File: src/rtl/prog_loader.sv
// rtl/prog_loader.sv - framed byte-stream boot loader driving the instruction-memory programming port
//
// Frame: SYNC_BYTE, CNT_LO, CNT_HI, N*STEP data bytes (little-endian words), CHK (XOR of data bytes).
// Ports:
//   clk, rst              - clock (rising edge), asynchronous active-high reset
//   in_valid, in_data     - incoming stream byte
//   in_ready              - loader accepts a byte this cycle
//   pgm, addr, data       - single-cycle instruction-memory write (word address, assembled word)
//   cpu_hold              - core held while a frame is in progress
//   done, err             - sticky status of the last frame
module prog_loader #(
  parameter int         INSTR_ADDR_WIDTH = 20,
  parameter int         STEP             = 4,
  parameter logic [7:0] SYNC_BYTE        = 8'hA5
) (
  input  logic                        clk,
  input  logic                        rst,
  input  logic                        in_valid,
  input  logic [7:0]                  in_data,
  output logic                        in_ready,
  output logic                        pgm,
  output logic [INSTR_ADDR_WIDTH-1:0] addr,
  output logic [STEP*8-1:0]           data,
  output logic                        cpu_hold,
  output logic                        done,
  output logic                        err
);

  localparam int             DW        = STEP * 8;
  localparam int             IW        = (STEP > 1) ? $clog2(STEP) : 1;
  localparam logic [IW-1:0]  LAST_IDX  = IW'(STEP - 1);
  localparam logic [32:0]    MAX_WORDS = 33'd1 << INSTR_ADDR_WIDTH;

  typedef enum logic [2:0] {
    S_IDLE, S_CNT_L, S_CNT_H, S_DATA, S_WRITE, S_CHECK, S_DONE, S_ERR
  } state_t;

  state_t          state, state_nxt;
  logic [7:0]      cnt_lo;
  logic [7:0]      chk;
  logic [15:0]     remaining;
  logic [IW-1:0]   byte_idx;
  logic            accept;
  logic [15:0]     cnt_full;
  logic            cnt_over;
  logic [DW+7:0]   shift_in;

  assign accept   = in_valid && in_ready;
  assign cnt_full = {in_data, cnt_lo};
  assign cnt_over = {17'd0, cnt_full} > MAX_WORDS;
  // New byte enters at the top; after STEP bytes the first one sits in data[7:0].
  assign shift_in = {in_data, data};

  // State register
  always_ff @(posedge clk or posedge rst) begin
    if (rst) state <= S_IDLE;
    else     state <= state_nxt;
  end

  // Next-state logic
  always_comb begin
    state_nxt = state;
    case (state)
      S_IDLE:  if (accept && in_data == SYNC_BYTE) state_nxt = S_CNT_L;
      S_CNT_L: if (accept) state_nxt = S_CNT_H;
      S_CNT_H: if (accept) begin
        if (cnt_over)             state_nxt = S_ERR;
        else if (cnt_full == '0)  state_nxt = S_CHECK;
        else                      state_nxt = S_DATA;
      end
      S_DATA:  if (accept && byte_idx == LAST_IDX) state_nxt = S_WRITE;
      S_WRITE: state_nxt = (remaining == 16'd1) ? S_CHECK : S_DATA;
      S_CHECK: if (accept) state_nxt = (in_data == chk) ? S_DONE : S_ERR;
      S_DONE:  state_nxt = S_IDLE;
      S_ERR:   state_nxt = S_IDLE;
      default: state_nxt = S_IDLE;
    endcase
  end

  // Outputs decoded from the registered state
  always_comb begin
    in_ready = 1'b0;
    pgm      = 1'b0;
    cpu_hold = 1'b1;
    case (state)
      S_IDLE: begin
        in_ready = 1'b1;
        cpu_hold = 1'b0;
      end
      S_CNT_L, S_CNT_H, S_DATA, S_CHECK: in_ready = 1'b1;
      S_WRITE: pgm = 1'b1;
      default: ;
    endcase
  end

  // Datapath and status registers
  always_ff @(posedge clk or posedge rst) begin
    if (rst) begin
      cnt_lo    <= '0;
      chk       <= '0;
      remaining <= '0;
      byte_idx  <= '0;
      addr      <= '0;
      data      <= '0;
      done      <= 1'b0;
      err       <= 1'b0;
    end else begin
      case (state)
        S_IDLE: if (accept && in_data == SYNC_BYTE) begin
          done <= 1'b0;
          err  <= 1'b0;
        end
        S_CNT_L: if (accept) cnt_lo <= in_data;
        S_CNT_H: if (accept) begin
          remaining <= cnt_full;
          addr      <= '0;
          chk       <= '0;
          byte_idx  <= '0;
        end
        S_DATA: if (accept) begin
          data     <= shift_in[DW+7:8];
          chk      <= chk ^ in_data;
          byte_idx <= (byte_idx == LAST_IDX) ? '0 : byte_idx + 1'b1;
        end
        S_WRITE: begin
          remaining <= remaining - 16'd1;
          // Hold addr on the final word so a full-size load never wraps it.
          if (remaining != 16'd1) addr <= addr + 1'b1;
        end
        S_DONE: done <= 1'b1;
        S_ERR:  err  <= 1'b1;
        default: ;
      endcase
    end
  end

endmodule

File: config.mk
export PLATFORM = sky130hd
export DESIGN_NAME = prog_loader
export DESIGN_NICKNAME = d
export VERILOG_FILES = /design/src/rtl/prog_loader.sv
export SDC_FILE = /design/constraint.sdc
export NUM_CORES = 1
export LEC_CHECK = 0
export CORE_ASPECT_RATIO = 0.6
export CORE_MARGIN = 2
export CORE_UTILIZATION = 60
export DETAILED_ROUTE_END_ITERATION = 7
export DONT_BUFFER_PORTS = 1
export PLACE_DENSITY = 0.73
export SLEW_MARGIN = 20
export SYNTH_ARGS = -nofsm -noshare
export SYNTH_HDL_FRONTEND = slang
export SYNTH_SLANG_ARGS = --single-unit
File: constraint.sdc
create_clock -name clk -period 3.5 [get_ports clk]
set_clock_uncertainty 0.1 [all_clocks]
set_input_delay 0.35 -clock clk [delete_from_list [all_inputs] [get_ports clk]]
set_output_delay 0.35 -clock clk [all_outputs]
set_load 0.02 [all_outputs]
==> metrics.txt <==
Post-Synth Simple-Gate Area 0.1762; CTS root buffer clkbuf_16; Post-Syn Instances a little over 400; Seq cells post-synth 91; f_max between 0.3 and 0.4 GHz; Max Slew Vio Count 0; Cell Rows 24; Congestion Overflow GR 0; Avg Inst Size Synth 10.72 um2; setup slack, reg-to-reg 640 ps; vias in the first global route 3194; final setup fails 0; Most used DFF post-synth dfrtp_1; CORE AREA 7147 um2; Design Power 4148 uW; CP bufs+invs 1; total of max-cap violations 0; area grow syn2layout 9.668%; routed vias ~3300; Final Net Count 425; Worst setup EP type flop; port bufs 0; Compound-Gate Fraction of Synth Area 0.1479; GPL Wtd Cong 0.9219; Setup Buffers After CTS 0; Worst path max stage delay 570 ps; WP data arrival about 3000 ps; Post-synth EDFFs 0; register area 2277 um2; layout filler cell count 541; post-synthesis mux area share 0.1073; worst skew pair latency around 340 ps; Adder-Cell Fraction of Synth Area 0.01144; initial antenna violation count 0; Setup TNS 0 ps; final hold violations 0; Hold Crit Class in2reg; Die Area 8012 um2; xor/xnor cell area share of the yosys netlist 0.01201; synth unique cells 44; synthesized area about 4400 um2; htree depth 3; Crit-path slowest cell dfrtp_1; hpwl dp between 6000 and 7000 um; Pre-antenna DRT Iters 5; Tcrit/Tclk final 0.8168; pwr/cell area 864.7 nW/um2; post-synth net total 423; global-route wire length before repair 16260 um; Crit Path Max Fanout 14; total wire length approximately 9700 um; DRC 0; DR vias/cell 6.549; CTS Buf Count 9; WL per Instance ~19 um; WS Path Type reg2reg; # diodes 0; Initial Util 0.6120; CP Cell Sequence or3b_1, inv_1, nand4_1, o21ai_4, o31ai_1, a21oi_1; peak supply drop just over 0.0006 V; hold_ws 38.09 ps; Routed Antenna Nets 0; clk sinks between 90 and 100; fin crit period 2859 ps; Chip Height 70.14 um; unrepaired setup endpoints after global routing no; die width 114.2 um; Top Ports 68; CP required 3660 ps; clock-pin slew on the worst setup and hold paths 60 ps; GR Util All Layers 0.2643; sequential share of the synthesized area 0.5206; Multi-input gate area 1992 um2; Async SR Flop Fraction 1.000; Clock Path Buffers 2; startpoint type of the worst setup path flop; Leak 0.001951 uW; delay-heaviest family, CP simple AND/OR/NAND/NOR gates; Slew @ Worst Pin 736.6 ps; post_cts resized 0; Yosys warning count 0; share of layout cells above drive strength 1 0.1618; largest family of logic cells by synthesized area simple AND/OR/NAND/NOR gates; status finished, final reports clean; largest net degree at the start of global routing 43; Max transition margin 0.5071; CTS tree yes; Iter 0 DRT Violations 317
==> per-layer routing <==
metal / GRT usage / vias to the layer above / routed length (um)
li1: - / 1527 / -
met1: 0.3977 / 1664 / 4678
met2: 0.3776 / 106 / 4229
met3: 0.08160 / 10 / 713
met4: 0.06098 / 0 / 85
met5: 0 / - / 0
==> cells by family (layout without fill, tap and decap cells) <==
logic type | Yosys count | after routing
multiplexers | 42 | 42
AND/OR/NAND/NOR | 146 | 146
adder cells (fa/ha/maj) | 4 | 4
flip-flops | 91 | 91
XOR/XNOR | 6 | 6
AO/OA/AOI/OAI | 93 | 93
buffers and inverters | 26 | 32
==> synth_stat cells, types with 3 or more instances <==
cell type  number  area share
o311ai_0        3      0.0060
or4_1           3      0.0051
nand3_1        14       0.016
nor3_1         13       0.015
nor2_1         29       0.025
nand4_1         9       0.013
o21ai_0        31       0.035
and3_1          3      0.0043
a22o_1          8       0.016
a211oi_1        7       0.012
nor4_1          8       0.011
o31ai_1         5      0.0086
clkbuf_1       12       0.010
inv_1           9      0.0077
or3_1          10       0.014
o21a_1          3      0.0051
ha_1            4       0.011
o211ai_1        6       0.010
xor2_1          4      0.0080
mux2i_1         3      0.0069
a21oi_1        17       0.019
nand2b_1       19       0.027
nand2_1        28       0.024
dfrtp_1        91        0.52
mux2_2         39        0.10
and4_1          5       0.010
==> layout make-up <==
| cell class | count | area share |
|---|---|---|
| Sequential cell | 91 | 0.4747 |
| Multi-Input combinational cell | 291 | 0.4152 |
| Clock buffer | 9 | 0.04695 |
| Tap cell | 91 | 0.02373 |
| Clock inverter | 6 | 0.01904 |
| Timing Repair Buffer | 8 | 0.01304 |
| Inverter | 9 | 0.007303 |
==> stage by stage <==
stage / worst slack [ps] / instances / instance area (um2) / utilization
2_1_floorplan: 686.4 / 408 / 4374 / -
3_3_place_gp: 830.6 / 489 / 4471 / 0.6255
3_5_place_dp: 679.3 / 489 / 4471 / 0.6255
4_1_cts: 652.4 / 505 / 4797 / 0.6712
5_1_grt: 352.5 / 505 / 4797 / 0.6712
6_report: 641.1 / 505 / 4797 / 0.6712
==> power by group <==
group | switching, uW | internal, uW
clock | 396 | 623
combinational | 497 | 523
sequential | 642 | 1470
total | 1540 | 2610
==> state kept, by name (all words and copies together) (netlist names) <==
name and cells:
done 1, addr 20, data 32, state 3, byte_idx 2, err 1
cnt_lo 8, chk 8, remaining 16
==> cell usage in the layout, fill, tap and decap left out, types with 2 or more instances in the layout <==
cell / instances
a211oi_1: 7
a21oi_1: 17
a22o_1: 8
a311oi_1: 2
a32o_1: 2
and3_1: 3
and4_1: 5
buf_4: 7
bufinv_16: 2
clkbuf_16: 9
clkinv_2: 2
clkinv_4: 3
dfrtp_1: 91
ha_1: 4
inv_1: 8
mux2_2: 39
mux2i_1: 3
nand2_1: 28
nand2b_1: 19
nand3_1: 14
nand3b_1: 2
nand4_1: 9
nor2_1: 28
nor3_1: 13
nor4_1: 8
o2111ai_1: 2
o211ai_1: 6
o21a_1: 3
o21ai_0: 31
o311ai_0: 3
o31ai_1: 5
or3_1: 10
or4_1: 3
xnor2_1: 2
xor2_1: 4
==> repair_timing <==
item	CTS	global route
hold endpoints to repair	40	0
hold buffers	1	0
endpoints found under the setup margin	0	0
==> path summary, 6_finish.rpt <==
| check | from | end | cells after the start |
|---|---|---|---|
| hold / removal | in_data[3] | remaining[11]$_DFFE_PP0P_ | 1 |
| setup / recovery | state[2]$_DFFE_PP0P_ | addr[16]$_DFFE_PP0P_ | 6 |
| setup reg to reg | state[2]$_DFFE_PP0P_ | addr[16]$_DFFE_PP0P_ | 6 |
| hold reg to reg | remaining[15]$_DFFE_PP0P_ | remaining[15]$_DFFE_PP0P_ | 1 |
| max in group asynchronous | rst | data[16]$_DFFE_PP0P_ | 3 |
| min in group asynchronous | rst | data[2]$_DFFE_PP0P_ | 2 |
Note: power is estimated with default switching activity, not from simulation.
